[src/rtl/cplx_mult_arbiter_pkg.sv]
// Shared types and field layout for the two-port complex-multiplier arbiter.
// FSM state encoding plus operand/result field offsets as functions of DATA_WIDTH.
package cplx_mult_arbiter_pkg;

  typedef enum logic [1:0] {
    IDLE     = 2'd0,
    ISSUE    = 2'd1,
    WAIT_RES = 2'd2,
    DELIVER  = 2'd3
  } arb_state_e;

  localparam int DEF_DATA_WIDTH = 8;

  // Operand word is {op1_re, op1_im, op2_re, op2_im}; idx 0 is op1_re (MSB field).
  function automatic int op_field_lsb(input int dw, input int idx);
    return (3 - idx) * dw;
  endfunction

  // Result word is {res_re, res_im}, each 2*dw wide.
  function automatic int res_re_lsb(input int dw);
    return 2 * dw;
  endfunction

  function automatic int res_im_lsb(input int dw);
    return 0 * dw;
  endfunction

endpackage

[src/rtl/cplx_mult_arbiter_if.sv]
// Bundle of requester, result and multiplier handshakes around the arbiter.
// master = arbiter side, slave = requesters plus multiplier side.
interface cplx_mult_arbiter_if #(
  parameter int DATA_WIDTH = 8
);
  localparam int W = 4 * DATA_WIDTH;

  logic         req0_val;
  logic         req0_ready;
  logic [W-1:0] req0_data;
  logic         req1_val;
  logic         req1_ready;
  logic [W-1:0] req1_data;

  logic         res0_val;
  logic         res0_ready;
  logic [W-1:0] res0_data;
  logic         res1_val;
  logic         res1_ready;
  logic [W-1:0] res1_data;

  logic         mult_op_val;
  logic         mult_op_ready;
  logic [W-1:0] mult_op_data;
  logic         mult_res_val;
  logic         mult_res_ready;
  logic [W-1:0] mult_res_data;

  modport master (
    input  req0_val, req0_data, req1_val, req1_data,
    output req0_ready, req1_ready,
    output res0_val, res0_data, res1_val, res1_data,
    input  res0_ready, res1_ready,
    output mult_op_val, mult_op_data, mult_res_ready,
    input  mult_op_ready, mult_res_val, mult_res_data
  );

  modport slave (
    output req0_val, req0_data, req1_val, req1_data,
    input  req0_ready, req1_ready,
    input  res0_val, res0_data, res1_val, res1_data,
    output res0_ready, res1_ready,
    input  mult_op_val, mult_op_data, mult_res_ready,
    output mult_op_ready, mult_res_val, mult_res_data
  );

endinterface

[src/rtl/cplx_mult_arbiter_rr.sv]
// Two-way round-robin grant: a lone requester wins, on contention the port
// that was not granted last wins. Purely combinational; history lives in the parent.
module rr_arbiter_2 (
  input  logic [1:0] val_i,
  input  logic       last_grant_i,
  output logic       sel_o,
  output logic       any_val_o
);

  assign any_val_o = |val_i;
  assign sel_o     = (&val_i) ? ~last_grant_i : val_i[1];

endmodule

[src/rtl/cplx_mult_arbiter.sv]
// Shares one complex multiplier between two requesters, one transaction in flight.
// Optional per-port delivery counters (cnt0/cnt1) when CPLX_ARB_STATS_EN is defined.
module cplx_mult_arbiter
  import cplx_mult_arbiter_pkg::*;
#(
  parameter int DATA_WIDTH = 8
) (
  input  logic clk,
  input  logic rst,
  // sw_rst is also wired to the multiplier's own sw_rst by the integrating level.
  input  logic sw_rst,
  cplx_mult_arbiter_if.master bus,
  output logic busy
`ifdef CPLX_ARB_STATS_EN
  ,
  output logic [15:0] cnt0,
  output logic [15:0] cnt1
`endif
);

  localparam int W = 4 * DATA_WIDTH;

  arb_state_e   state_q;
  logic         grant_q;
  logic         last_grant_q;
  logic         op_val_q;
  logic         res_rdy_q;
  logic [1:0]   res_val_q;
  logic [W-1:0] op_q;
  logic [W-1:0] res0_q;
  logic [W-1:0] res1_q;

  logic sel;
  logic any_val;
  logic accept;
  logic res_ready_sel;

  rr_arbiter_2 u_rr (
    .val_i        ({bus.req1_val, bus.req0_val}),
    .last_grant_i (last_grant_q),
    .sel_o        (sel),
    .any_val_o    (any_val)
  );

  // Ready is combinational so a requester is taken in the same cycle it wins.
  assign accept         = (state_q == IDLE) && any_val && !sw_rst && !rst;
  assign bus.req0_ready = accept && !sel;
  assign bus.req1_ready = accept && sel;
  assign res_ready_sel  = grant_q ? bus.res1_ready : bus.res0_ready;

  always_ff @(posedge clk or posedge rst) begin
    if (rst) begin
      state_q      <= IDLE;
      grant_q      <= 1'b0;
      last_grant_q <= 1'b1;
      op_val_q     <= 1'b0;
      res_rdy_q    <= 1'b0;
      res_val_q    <= '0;
      op_q         <= '0;
      res0_q       <= '0;
      res1_q       <= '0;
    end else if (sw_rst) begin
      state_q      <= IDLE;
      grant_q      <= 1'b0;
      last_grant_q <= 1'b1;
      op_val_q     <= 1'b0;
      res_rdy_q    <= 1'b0;
      res_val_q    <= '0;
      op_q         <= '0;
      res0_q       <= '0;
      res1_q       <= '0;
    end else begin
      case (state_q)
        IDLE: begin
          if (accept) begin
            op_q     <= sel ? bus.req1_data : bus.req0_data;
            grant_q  <= sel;
            op_val_q <= 1'b1;
            state_q  <= ISSUE;
          end
        end
        ISSUE: begin
          if (bus.mult_op_ready) begin
            op_val_q  <= 1'b0;
            res_rdy_q <= 1'b1;
            state_q   <= WAIT_RES;
          end
        end
        WAIT_RES: begin
          // Each port keeps its own result register so the idle port's data holds.
          if (bus.mult_res_val) begin
            res_rdy_q          <= 1'b0;
            res_val_q[grant_q] <= 1'b1;
            if (grant_q) res1_q <= bus.mult_res_data;
            else         res0_q <= bus.mult_res_data;
            state_q            <= DELIVER;
          end
        end
        DELIVER: begin
          if (res_ready_sel) begin
            res_val_q    <= '0;
            last_grant_q <= grant_q;
            state_q      <= IDLE;
          end
        end
        default: state_q <= IDLE;
      endcase
    end
  end

  assign busy               = (state_q != IDLE);
  assign bus.mult_op_val    = op_val_q;
  assign bus.mult_op_data   = op_q;
  assign bus.mult_res_ready = res_rdy_q;
  assign bus.res0_val       = res_val_q[0];
  assign bus.res1_val       = res_val_q[1];
  assign bus.res0_data      = res0_q;
  assign bus.res1_data      = res1_q;

`ifdef CPLX_ARB_STATS_EN
  logic deliver_hs;
  assign deliver_hs = (state_q == DELIVER) && res_ready_sel;

  for (genvar gi = 0; gi < 2; gi++) begin : g_cnt
    logic [15:0] cnt_q;
    always_ff @(posedge clk or posedge rst) begin
      if (rst)
        cnt_q <= '0;
      else if (sw_rst)
        cnt_q <= '0;
      else if (deliver_hs && (grant_q == 1'(gi)))
        cnt_q <= cnt_q + 16'd1;
    end
  end

  assign cnt0 = g_cnt[0].cnt_q;
  assign cnt1 = g_cnt[1].cnt_q;
`endif

endmodule

[src/flat_wrapper.sv]
// flat-port wrapper written by rule: the top's interface ports become plain ports
module cplx_mult_arbiter_flat import cplx_mult_arbiter_pkg::*;
#(
  parameter int DATA_WIDTH = 8
)
  (clk, rst, sw_rst, busy, bus_req0_val, bus_req0_data, bus_req1_val, bus_req1_data, bus_req0_ready, bus_req1_ready, bus_res0_val, bus_res0_data, bus_res1_val, bus_res1_data, bus_res0_ready, bus_res1_ready, bus_mult_op_val, bus_mult_op_data, bus_mult_res_ready, bus_mult_op_ready, bus_mult_res_val, bus_mult_res_data);
  cplx_mult_arbiter_if #(.DATA_WIDTH(DATA_WIDTH)) bus_i ();
  input  logic clk;
  input  logic rst;
  input  logic sw_rst;
  output logic busy;
  input wire logic [$bits(bus_i.req0_val)-1:0] bus_req0_val;
  input wire logic [$bits(bus_i.req0_data)-1:0] bus_req0_data;
  input wire logic [$bits(bus_i.req1_val)-1:0] bus_req1_val;
  input wire logic [$bits(bus_i.req1_data)-1:0] bus_req1_data;
  output wire logic [$bits(bus_i.req0_ready)-1:0] bus_req0_ready;
  output wire logic [$bits(bus_i.req1_ready)-1:0] bus_req1_ready;
  output wire logic [$bits(bus_i.res0_val)-1:0] bus_res0_val;
  output wire logic [$bits(bus_i.res0_data)-1:0] bus_res0_data;
  output wire logic [$bits(bus_i.res1_val)-1:0] bus_res1_val;
  output wire logic [$bits(bus_i.res1_data)-1:0] bus_res1_data;
  input wire logic [$bits(bus_i.res0_ready)-1:0] bus_res0_ready;
  input wire logic [$bits(bus_i.res1_ready)-1:0] bus_res1_ready;
  output wire logic [$bits(bus_i.mult_op_val)-1:0] bus_mult_op_val;
  output wire logic [$bits(bus_i.mult_op_data)-1:0] bus_mult_op_data;
  output wire logic [$bits(bus_i.mult_res_ready)-1:0] bus_mult_res_ready;
  input wire logic [$bits(bus_i.mult_op_ready)-1:0] bus_mult_op_ready;
  input wire logic [$bits(bus_i.mult_res_val)-1:0] bus_mult_res_val;
  input wire logic [$bits(bus_i.mult_res_data)-1:0] bus_mult_res_data;
  assign bus_i.req0_val = bus_req0_val;
  assign bus_i.req0_data = bus_req0_data;
  assign bus_i.req1_val = bus_req1_val;
  assign bus_i.req1_data = bus_req1_data;
  assign bus_req0_ready = bus_i.req0_ready;
  assign bus_req1_ready = bus_i.req1_ready;
  assign bus_res0_val = bus_i.res0_val;
  assign bus_res0_data = bus_i.res0_data;
  assign bus_res1_val = bus_i.res1_val;
  assign bus_res1_data = bus_i.res1_data;
  assign bus_i.res0_ready = bus_res0_ready;
  assign bus_i.res1_ready = bus_res1_ready;
  assign bus_mult_op_val = bus_i.mult_op_val;
  assign bus_mult_op_data = bus_i.mult_op_data;
  assign bus_mult_res_ready = bus_i.mult_res_ready;
  assign bus_i.mult_op_ready = bus_mult_op_ready;
  assign bus_i.mult_res_val = bus_mult_res_val;
  assign bus_i.mult_res_data = bus_mult_res_data;
  cplx_mult_arbiter #(.DATA_WIDTH(DATA_WIDTH)) u_core (.clk(clk), .rst(rst), .sw_rst(sw_rst), .bus(bus_i), .busy(busy));
endmodule
[config.mk]
export PLATFORM = sky130hd
export DESIGN_NAME = cplx_mult_arbiter_flat
export DESIGN_NICKNAME = d
export VERILOG_FILES = /design/src/rtl/cplx_mult_arbiter_pkg.sv /design/src/rtl/cplx_mult_arbiter_if.sv /design/src/rtl/cplx_mult_arbiter_rr.sv /design/src/rtl/cplx_mult_arbiter.sv /design/src/flat_wrapper.sv
export SDC_FILE = /design/constraint.sdc
export NUM_CORES = 1
export LEC_CHECK = 0
export BUFFER_PORTS_ARGS = -buffer_cell sky130_fd_sc_hd__buf_2
export CAP_MARGIN = 20
export CORE_UTILIZATION = 40
export DETAILED_ROUTE_END_ITERATION = 7
export GPL_ROUTABILITY_DRIVEN = 0
export PLACE_DENSITY = 0.74
export SYNTH_ARGS = -nofsm -noshare
export SYNTH_HDL_FRONTEND = slang
export SYNTH_SLANG_ARGS = --single-unit
[constraint.sdc]
create_clock -name clk -period 4.32 [get_ports clk]
set_clock_uncertainty 0.05 [all_clocks]
set_input_delay 0.216 -clock clk [delete_from_list [all_inputs] [get_ports clk]]
set_output_delay 0.216 -clock clk [all_outputs]
set_load 0.005 [all_outputs]
==> flow_metrics.env, run 1 <==
export IMPL_maxCapViolCount=0
export IMPL_ctsHoldBuffers=0
export IMPL_die_h_um=109
export IMPL_grt_pass1_wl_um=16900
export IMPL_final_common_cell="buf_2"
export IMPL_worstSetupPathType="flip-flop to primary output"
export IMPL_cts_resized=0
export IMPL_clock_fmax_mhz=423
export IMPL_dpl_cell_area_um2=5730
export IMPL_die_w_um=109
export IMPL_layout_cells_non_filler=734
export IMPL_dp_cells=718
export IMPL_viasPerCell=4.98
export IMPL_synth_compound_area_share_pct=10.4
export IMPL_nets=699
export IMPL_seq_area_um2=2600
export IMPL_cts_root_buf="clkbuf_16"
export IMPL_cts_buffer_depth=2
export IMPL_synthToLayoutAreaGrowth_pct=31.0
export IMPL_place_ws_ps=1920
export IMPL_cts_tree="done"
export IMPL_wl_per_cell_um=14.7
export IMPL_drc=0
export IMPL_whs_ps=-9.88
export IMPL_startpoint_type="flip-flop"
export IMPL_die_area_um2=12000
export IMPL_postCtsSetupBuffers=0
export IMPL_violations="negative hold slack"
export IMPL_slew_headroom_pct=29.3
export IMPL_status="finished with violations"
export IMPL_post_route_util_pct=54.7
export IMPL_synth_cells=392
export IMPL_fin_area_um2=6030
export IMPL_antennaDiodeCount=0
export IMPL_drv_slew=0
export IMPL_mostFrequentLayoutCells="207 x buf_2, 103 x dfrtp_1, 41 x mux2i_1"
export IMPL_period_share_pct=54.7
export IMPL_grt_usage_pct=18.6
export IMPL_cts_buffers=9
export IMPL_htree_levels=3
export IMPL_hold_violations=28
export IMPL_min_path_type="input pin to asynchronous set/reset pin"
export IMPL_clk_pin_slew_ps=70
export IMPL_rsz0062_at_grt="false"
export IMPL_yosys_area_share_adder_pct=1.09
export IMPL_firstDrtPassIters=5
export IMPL_design_core_area_um2=11000
export IMPL_drive_gt1_share_pct=45.1
export IMPL_cp_max_fo=24
export IMPL_clock_sinks=104
export IMPL_clk_latency_ps=330
export IMPL_wl_um=10800
export IMPL_synth_nets=501
export IMPL_io_buffers=207
export IMPL_setup_violations_final=0
export IMPL_synth_simple_area_share_pct=9.50
export IMPL_power_total_mw=2.63
export IMPL_fin_crit_ps=2360
export IMPL_ir_drop_mv=0.250
export IMPL_pin_count=208
export IMPL_worst_setup_path_end_kind="primary output"
export IMPL_grt_max_degree=61
export IMPL_postLayoutSetupSlackWorst_ps=1960
export IMPL_crit_arrival_ps=2100
export IMPL_muxShareOfSynthArea_pct=17.7
export IMPL_netlist_area_um2=4610
export IMPL_power_density_nw_per_um2=436
export IMPL_ys_seq_area_share_pct=56.5
export IMPL_synth_top_family_by_area="multiplexers"
export IMPL_p_leak_nw=3.21
export IMPL_synth_distinct_cells=38
export IMPL_cp_required_ps=4050
export IMPL_avgSynthCellArea_um2=11.8
export IMPL_ant_nets=0
export IMPL_ys_warn_count=0
export IMPL_worst_slew_pin_slew_ps=1060
export IMPL_grt_pass1_vias=3520
export IMPL_ys_seq_elements=104
export IMPL_vias=3658
export IMPL_first_iter_violations=169
export IMPL_initial_utilization_pct=41.8
export IMPL_synthXorXnorAreaFrac_pct=0
export IMPL_fillers=959
export IMPL_multiInputGateArea_um2=1800
export IMPL_antenna_found_initial=0
export IMPL_gr_total_overflow=0
export IMPL_tns_ps=0
export IMPL_rows=38
export IMPL_place_hpwl_um=7930
## critical path, cell delays in order, from the launching register on
cell and delay, ps:
dfstp_2 400, a21boi_4 750, and2_1 440, buf_2 180
## per-layer routing
layer	wire length, um	up-vias	track usage (%)
met2	5250	161	31.8
met5	0	-	0
met3	772	12	3.73
met4	183	0	7.52
met1	4600	1718	23.1
li1	-	1767	-
## flip-flops by register name, indices dropped and copies added, names as in the netlist
register and cells:
u_core.state_q 2, u_core.bus.mult_op_val 1, u_core.last_grant_q 1, u_core.bus.res0_data 32, u_core.bus.res1_data 32, u_core.grant_q 1
u_core.bus.mult_res_ready 1, u_core.res_val_q 2, u_core.bus.mult_op_data 32
## kinds of logic (layout without fill, tap and decap cells)
kind of cell	after synthesis	in the layout
AO/OA/AOI/OAI	64	64
adder cells (fa/ha/maj)	4	4
buffers and inverters	47	249
flip-flops	104	104
multiplexers	77	77
AND/OR/NAND/NOR	96	96
## path summary, 6_finish.rpt
kind                                               from  cells after the start  slack [ps]                         end
worst min register to register  u_core.bus.res1_data[1]                      2         430     u_core.bus.res1_data[1]
worst max register to register        u_core.state_q[0]                      5        2070     u_core.bus.res1_data[4]
min in group clk                       bus_req0_data[5]                      3          80  u_core.bus.mult_op_data[5]
worst max-delay path                u_core.last_grant_q                      3        1960              bus_req1_ready
max in group asynchronous                           rst                      3        3180         u_core.res_val_q[1]
worst min-delay path                                rst                      2         -10  u_core.bus.mult_op_data[0]
## report_power, final
group | internal, mW | switching [mW] | total, mW
sequential | 1.11 | 0.0850 | 1.20
clock | 0.447 | 0.341 | 0.788
combinational | 0.317 | 0.327 | 0.644
## area by class of cell
type	count	share of cell area (%)
flip-flops and latches	104	43.1
multi-input cells	241	29.8
repair buffers	212	18.1
clock buffers	12	3.92
well taps	140	2.90
inverters	22	1.41
clock inverters	3	0.726
## cells in the mapped netlist, drive strengths merged
| master | number | area, um2 |
|---|---|---|
| and2 | 1 | 6.26 |
| mux2i | 41 | 410 |
| o22a | 2 | 17.5 |
| a21oi | 3 | 15.0 |
| dfstp | 1 | 26.3 |
| dfrtp | 103 | 2580 |
| clkbuf | 6 | 22.5 |
| nor2b | 14 | 87.6 |
| a31oi | 1 | 12.5 |
| nand2b | 1 | 6.26 |
| mux2 | 36 | 405 |
| nand2 | 33 | 124 |
| a21boi | 2 | 26.3 |
| o21a | 1 | 7.51 |
| o21ai | 18 | 90.1 |
| a31o | 1 | 8.76 |
| inv | 22 | 82.6 |
| a222oi | 9 | 90.1 |
| o21bai | 1 | 7.51 |
| nor3 | 1 | 5.00 |
| a2bb2oi | 1 | 8.76 |
| a211oi | 23 | 178 |
| buf | 19 | 116 |
| ha | 4 | 50.1 |
| nor3b | 3 | 27.5 |
| and3 | 1 | 6.26 |
| a311o | 1 | 10.0 |
| nor2 | 38 | 145 |
| and2b | 4 | 30.0 |
| a22oi | 1 | 7.51 |
(Power assumes the default switching activity.)
==> run 2: changes to the inputs <==
PLACE_DENSITY = 0.76   (was 0.74)
clock period = 1.9 ns   (was 4.32 ns; I/O delays follow)
==> flow_metrics.env, run 2 (synthesis gave the netlist of run 1 again) <==
export IMPL_gr_total_overflow=0
export IMPL_grt_max_degree=69
export IMPL_viasPerCell=5.08
export IMPL_initial_utilization_pct=41.8
export IMPL_vias=4000
export IMPL_antenna_found_initial=0
export IMPL_die_h_um=109
export IMPL_p_leak_nw=3.48
export IMPL_drive_gt1_share_pct=47.3
export IMPL_grtUsageMet3_pct=4.39
export IMPL_firstDrtPassIters=5
export IMPL_reg2reg_slack_ps=50
export IMPL_htree_levels=3
export IMPL_worst_slew_pin_slew_ps=460
export IMPL_clock_sinks=104
export IMPL_worst_setup_path_end_kind="primary output"
export IMPL_fillers=908
export IMPL_synthToLayoutAreaGrowth_pct=45.0
export IMPL_reg2regPathDepth=6
export IMPL_grt_use_met1_pct=23.0
export IMPL_hold_violations=0
export IMPL_critPathLaunch="u_core.state_q[1]"
export IMPL_clock_fmax_mhz=530
export IMPL_cts_tree="done"
export IMPL_cp_required_ps=1750
export IMPL_status="complete, no violations"
export IMPL_grt_pass1_vias=3955
export IMPL_grt_pass1_wl_um=18600
export IMPL_fin_crit_ps=1890
export IMPL_startpoint_type="flip-flop"
export IMPL_die_w_um=109
export IMPL_cts_buffers=9
export IMPL_setup_violations_final=0
export IMPL_cts_root_buf="clkbuf_16"
export IMPL_place_ws_ps=-42.4
export IMPL_first_iter_violations=240
export IMPL_nets=751
export IMPL_ant_nets=0
export IMPL_crit_cells=5
export IMPL_cts_buffer_depth=2
export IMPL_cp_cell_sequence="inv_2, ha_4, nor3b_4, and3_4, buf_6"
export IMPL_r2r_end="u_core.bus.mult_op_data[16]"
export IMPL_post_route_util_pct=60.6
export IMPL_cp_buffers_inverters=2
export IMPL_worstHoldPathCells=3
export IMPL_cp_slowest_cell="dfrtp_1"
export IMPL_rsz0062_at_grt="true"
export IMPL_tns_ps=0
export IMPL_design_core_area_um2=11000
export IMPL_min_path_type="input pin to flip-flop"
export IMPL_max_stage_delay_ps=420
export IMPL_final_common_cell="buf_2"
export IMPL_crit_arrival_ps=1740
export IMPL_worstSetupPathType="flip-flop to primary output"
export IMPL_ir_drop_mv=0.489
export IMPL_place_hpwl_um=8370
export IMPL_postLayoutSetupSlackWorst_ps=14.2
export IMPL_clk_latency_ps=340
export IMPL_power_density_nw_per_um2=959
export IMPL_mostFrequentLayoutCells="205 x buf_2, 103 x dfrtp_1, 41 x mux2i_1"
export IMPL_busiest_layer="met2"
export IMPL_die_area_um2=12000
export IMPL_wl_per_cell_um=15.8
export IMPL_hp_start="bus_res1_ready"
export IMPL_grtUsageMet2_pct=35.8
export IMPL_slew_headroom_pct=69.3
export IMPL_io_buffers=207
export IMPL_r2r_start="u_core.state_q[1]"
export IMPL_period_share_pct=99.3
export IMPL_drc=0
export IMPL_rows=38
export IMPL_critPathTopFamily="simple AND/OR/NAND/NOR gates"
export IMPL_clk_pin_slew_ps=70
export IMPL_pin_count=208
export IMPL_grt_usage_pct=20.4
export IMPL_wl_um=12400
export IMPL_drv_slew=0
export IMPL_antennaDiodeCount=0
export IMPL_cp_max_fo=8
export IMPL_cp_endpoint="bus_req0_ready"
export IMPL_maxCapViolCount=0
run 2: cell count changes in the layout (fill, tap and decap cells not counted), moves of 3 or more:
cell           change
clkbuf_1           -3
a211oi_2           +6
a211oi_1           -6
buf_12             +5
buf_4             +15
dlygate4sd3_1     +32
run 2: area by class of cell:
cell class                      count  area [um2]  area share [%]
Clock inverter                      7        80.1            1.20
Multi-Input combinational cell    241        1870            28.0
Inverter                           22        86.3            1.29
Tap cell                          140         175            2.62
Clock buffer                        9         225            3.37
Sequential cell                   104        2600            39.0
Timing Repair Buffer              264        1640            24.6
run 2: how the worst min path moves through the flow:
stage | end | slack [ps]
after floorplan | u_core.bus.mult_op_data[11] | 200
final | u_core.last_grant_q | 20
after CTS | u_core.bus.mult_op_data[15] | 6
after global routing | u_core.bus.mult_op_data[28] | 40
after detailed placement | u_core.grant_q | 210
after global placement | u_core.state_q[0] | 190
run 2: routing by layer:
layer	vias up	share of wire (%)
met1	1928	40
met5	-	0
met4	0	3.6
li1	1862	-
met3	34	6.0
met2	176	51
run 2: timing repair:
action	in CTS	in global routing
setup buffers	0	12
hold buffers	32	0
pin swaps	0	4
resized for setup	6	15
endpoints found under the setup margin	9	54
hold endpoints to repair	139	0
gates cloned	1	0
run 2: worst min-delay path: cells and delay by family:
kind	cells	cell delay [ps]
AO/OA/AOI/OAI	2	210
buffers and inverters	1	100
run 2: report_power, final:
part | internal, mW | leakage (nW) | switching (mW) | total [mW]
clock network | 1.04 | 0.148 | 0.840 | 1.88
registers | 2.53 | 1.37 | 0.192 | 2.72
logic | 0.951 | 1.97 | 0.861 | 1.81
total | 4.51 | 3.48 | 1.89 | 6.41
run 2: stage by stage:
stage / hold WS [ps] / total power, mW / cell area [um2] / instances
detailed placement: 208 / 4.30 / 5850 / 726
global route: 38.0 / 6.76 / 6680 / 787
finish: 24.8 / 6.41 / 6680 / 787
global placement: 192 / 4.22 / 5850 / 726
CTS: 6.23 / 6.30 / 6530 / 775
floorplan: 204 / 3.63 / 4610 / 392
==> run 3: changes to the inputs <==
CORE_UTILIZATION = 43   (was 40)
CTS_CLUSTER_SIZE = 16   (was not set)
PLACE_DENSITY = 0.81   (was 0.76)
RECOVER_POWER = 100   (was not set)
==> flow_metrics.env, run 3 (synthesis gave the netlist of run 1 again) <==
export IMPL_firstDrtPassIters=6
export IMPL_first_iter_violations=197
export IMPL_die_area_um2=11100
export IMPL_status="complete, no violations"
export IMPL_drc=0
export IMPL_drive_gt1_share_pct=37.6
export IMPL_whs_ps=26.8
export IMPL_period_share_pct=98.8
export IMPL_grt_usage_pct=20.9
export IMPL_ir_drop_mv=0.379
export IMPL_wl_um=11500
export IMPL_min_path_type="input pin to flip-flop"
export IMPL_cp_max_fo=11
export IMPL_fin_area_um2=6350
export IMPL_hold_violations=0
export IMPL_grt_pass1_vias=3899
export IMPL_worstSetupPathType="flip-flop to primary output"
export IMPL_dp_cells=724
export IMPL_worst_slew_pin_slew_ps=1270
export IMPL_vias=3871
export IMPL_clk_latency_ps=350
export IMPL_post_route_util_pct=61.3
export IMPL_power_density_nw_per_um2=897
export IMPL_antennaDiodeCount=0
export IMPL_fin_crit_ps=1880
export IMPL_final_common_cell="buf_2"
export IMPL_fillers=870
export IMPL_pin_count=208
export IMPL_die_w_um=106
export IMPL_synthToLayoutAreaGrowth_pct=37.9
export IMPL_grt_pass1_wl_um=18500
export IMPL_seq_area_um2=2600
export IMPL_clock_fmax_mhz=533
export IMPL_slew_headroom_pct=15.3
export IMPL_cts_tree="done"
export IMPL_setup_violations_final=0
export IMPL_initial_utilization_pct=44.4
export IMPL_nets=744
export IMPL_design_core_area_um2=10400
export IMPL_antenna_found_initial=0
export IMPL_mostFrequentLayoutCells="162 x buf_2, 103 x dfrtp_1, 44 x clkbuf_1"
export IMPL_ant_nets=0
export IMPL_htree_levels=3
export IMPL_cts_buffers=9
export IMPL_place_ws_ps=-56.5
export IMPL_power_total_mw=5.70
export IMPL_clock_sinks=104
export IMPL_p_leak_nw=3.20
export IMPL_grt_max_degree=59
export IMPL_layout_cells_non_filler=775
export IMPL_worst_setup_path_end_kind="primary output"
export IMPL_cp_required_ps=1750
export IMPL_gr_total_overflow=0
export IMPL_io_buffers=207
export IMPL_tns_ps=0
export IMPL_wl_per_cell_um=14.8
export IMPL_die_h_um=106
export IMPL_multiInputGateArea_um2=1820
export IMPL_clk_pin_slew_ps=90
export IMPL_postLayoutSetupSlackWorst_ps=23.6
export IMPL_cts_root_buf="clkbuf_8"
export IMPL_cts_buffer_depth=2
export IMPL_startpoint_type="flip-flop"
export IMPL_viasPerCell=4.99
export IMPL_dpl_cell_area_um2=5840
export IMPL_rsz0062_at_grt="true"
export IMPL_drv_slew=0
export IMPL_crit_arrival_ps=1730
export IMPL_place_hpwl_um=7990
export IMPL_rows=37
export IMPL_maxCapViolCount=0
[run 3: cell count changes in the layout (fill, tap and decap cells not counted), moves of 2 or more]
cell	previous run	this run
a211oi_2	7	1
buf_4	19	10
buf_1	0	2
buf_2	205	162
a211oi_1	16	22
clkbuf_16	9	0
buf_12	5	3
clkbuf_1	0	44
clkbuf_8	0	14
dlygate4sd3_1	32	34
[run 3: timing repair]
| action | 4_1_cts | 5_1_grt |
|---|---|---|
| setup buffers | 1 | 1 |
| endpoints found under the setup margin | 17 | 13 |
| hold endpoints to repair | 141 | 0 |
| gates resized for setup | 6 | 1 |
| hold buffers | 34 | 0 |
[run 3: power by group]
group | total [mW] | switching, mW | internal (mW)
Clock | 1.36 | 0.704 | 0.653
Sequential | 2.72 | 0.198 | 2.52
Combinational | 1.62 | 0.799 | 0.825
Total | 5.70 | 1.70 | 4.00
[run 3: layout make-up]
type	instances	area share [%]
multi-input cells	241	28.6
well taps	136	2.68
repair buffers	257	23.2
inverters	22	1.36
clock inverters	1	0.138
flip-flops and latches	104	41.0
clock buffers	14	3.03
[run 3: final timing paths]
path,startpoint,to,slack (ps),cells after the start
worst max-delay path,u_core.state_q[1],bus_req0_ready,20,6
worst min-delay path,bus_req0_data[10],u_core.bus.mult_op_data[10],30,3
worst max register to register,u_core.state_q[1],u_core.bus.mult_op_data[7],80,6
worst min register to register,u_core.bus.res1_data[12],u_core.bus.res1_data[12],430,2
max in group asynchronous,rst,u_core.bus.res1_data[15],270,4
min in group asynchronous,rst,u_core.bus.mult_op_data[7],670,4
[run 3: critical path, cell delays in order, from the launching register on]
cell     delay [ps]
dfrtp_1         420
inv_2           100
ha_4            160
nor3b_4         230
and3_1          210
buf_6           150
buf_2           120
[run 3: layer usage]
metal / track usage [%] / vias up / part of all wire, %
li1: - / 1833 / -
met1: 24.8 / 1867 / 41
met2: 38.1 / 156 / 53
met3: 3.09 / 15 / 5.0
met4: 8.04 / 0 / 1.7
met5: 0 / - / 0
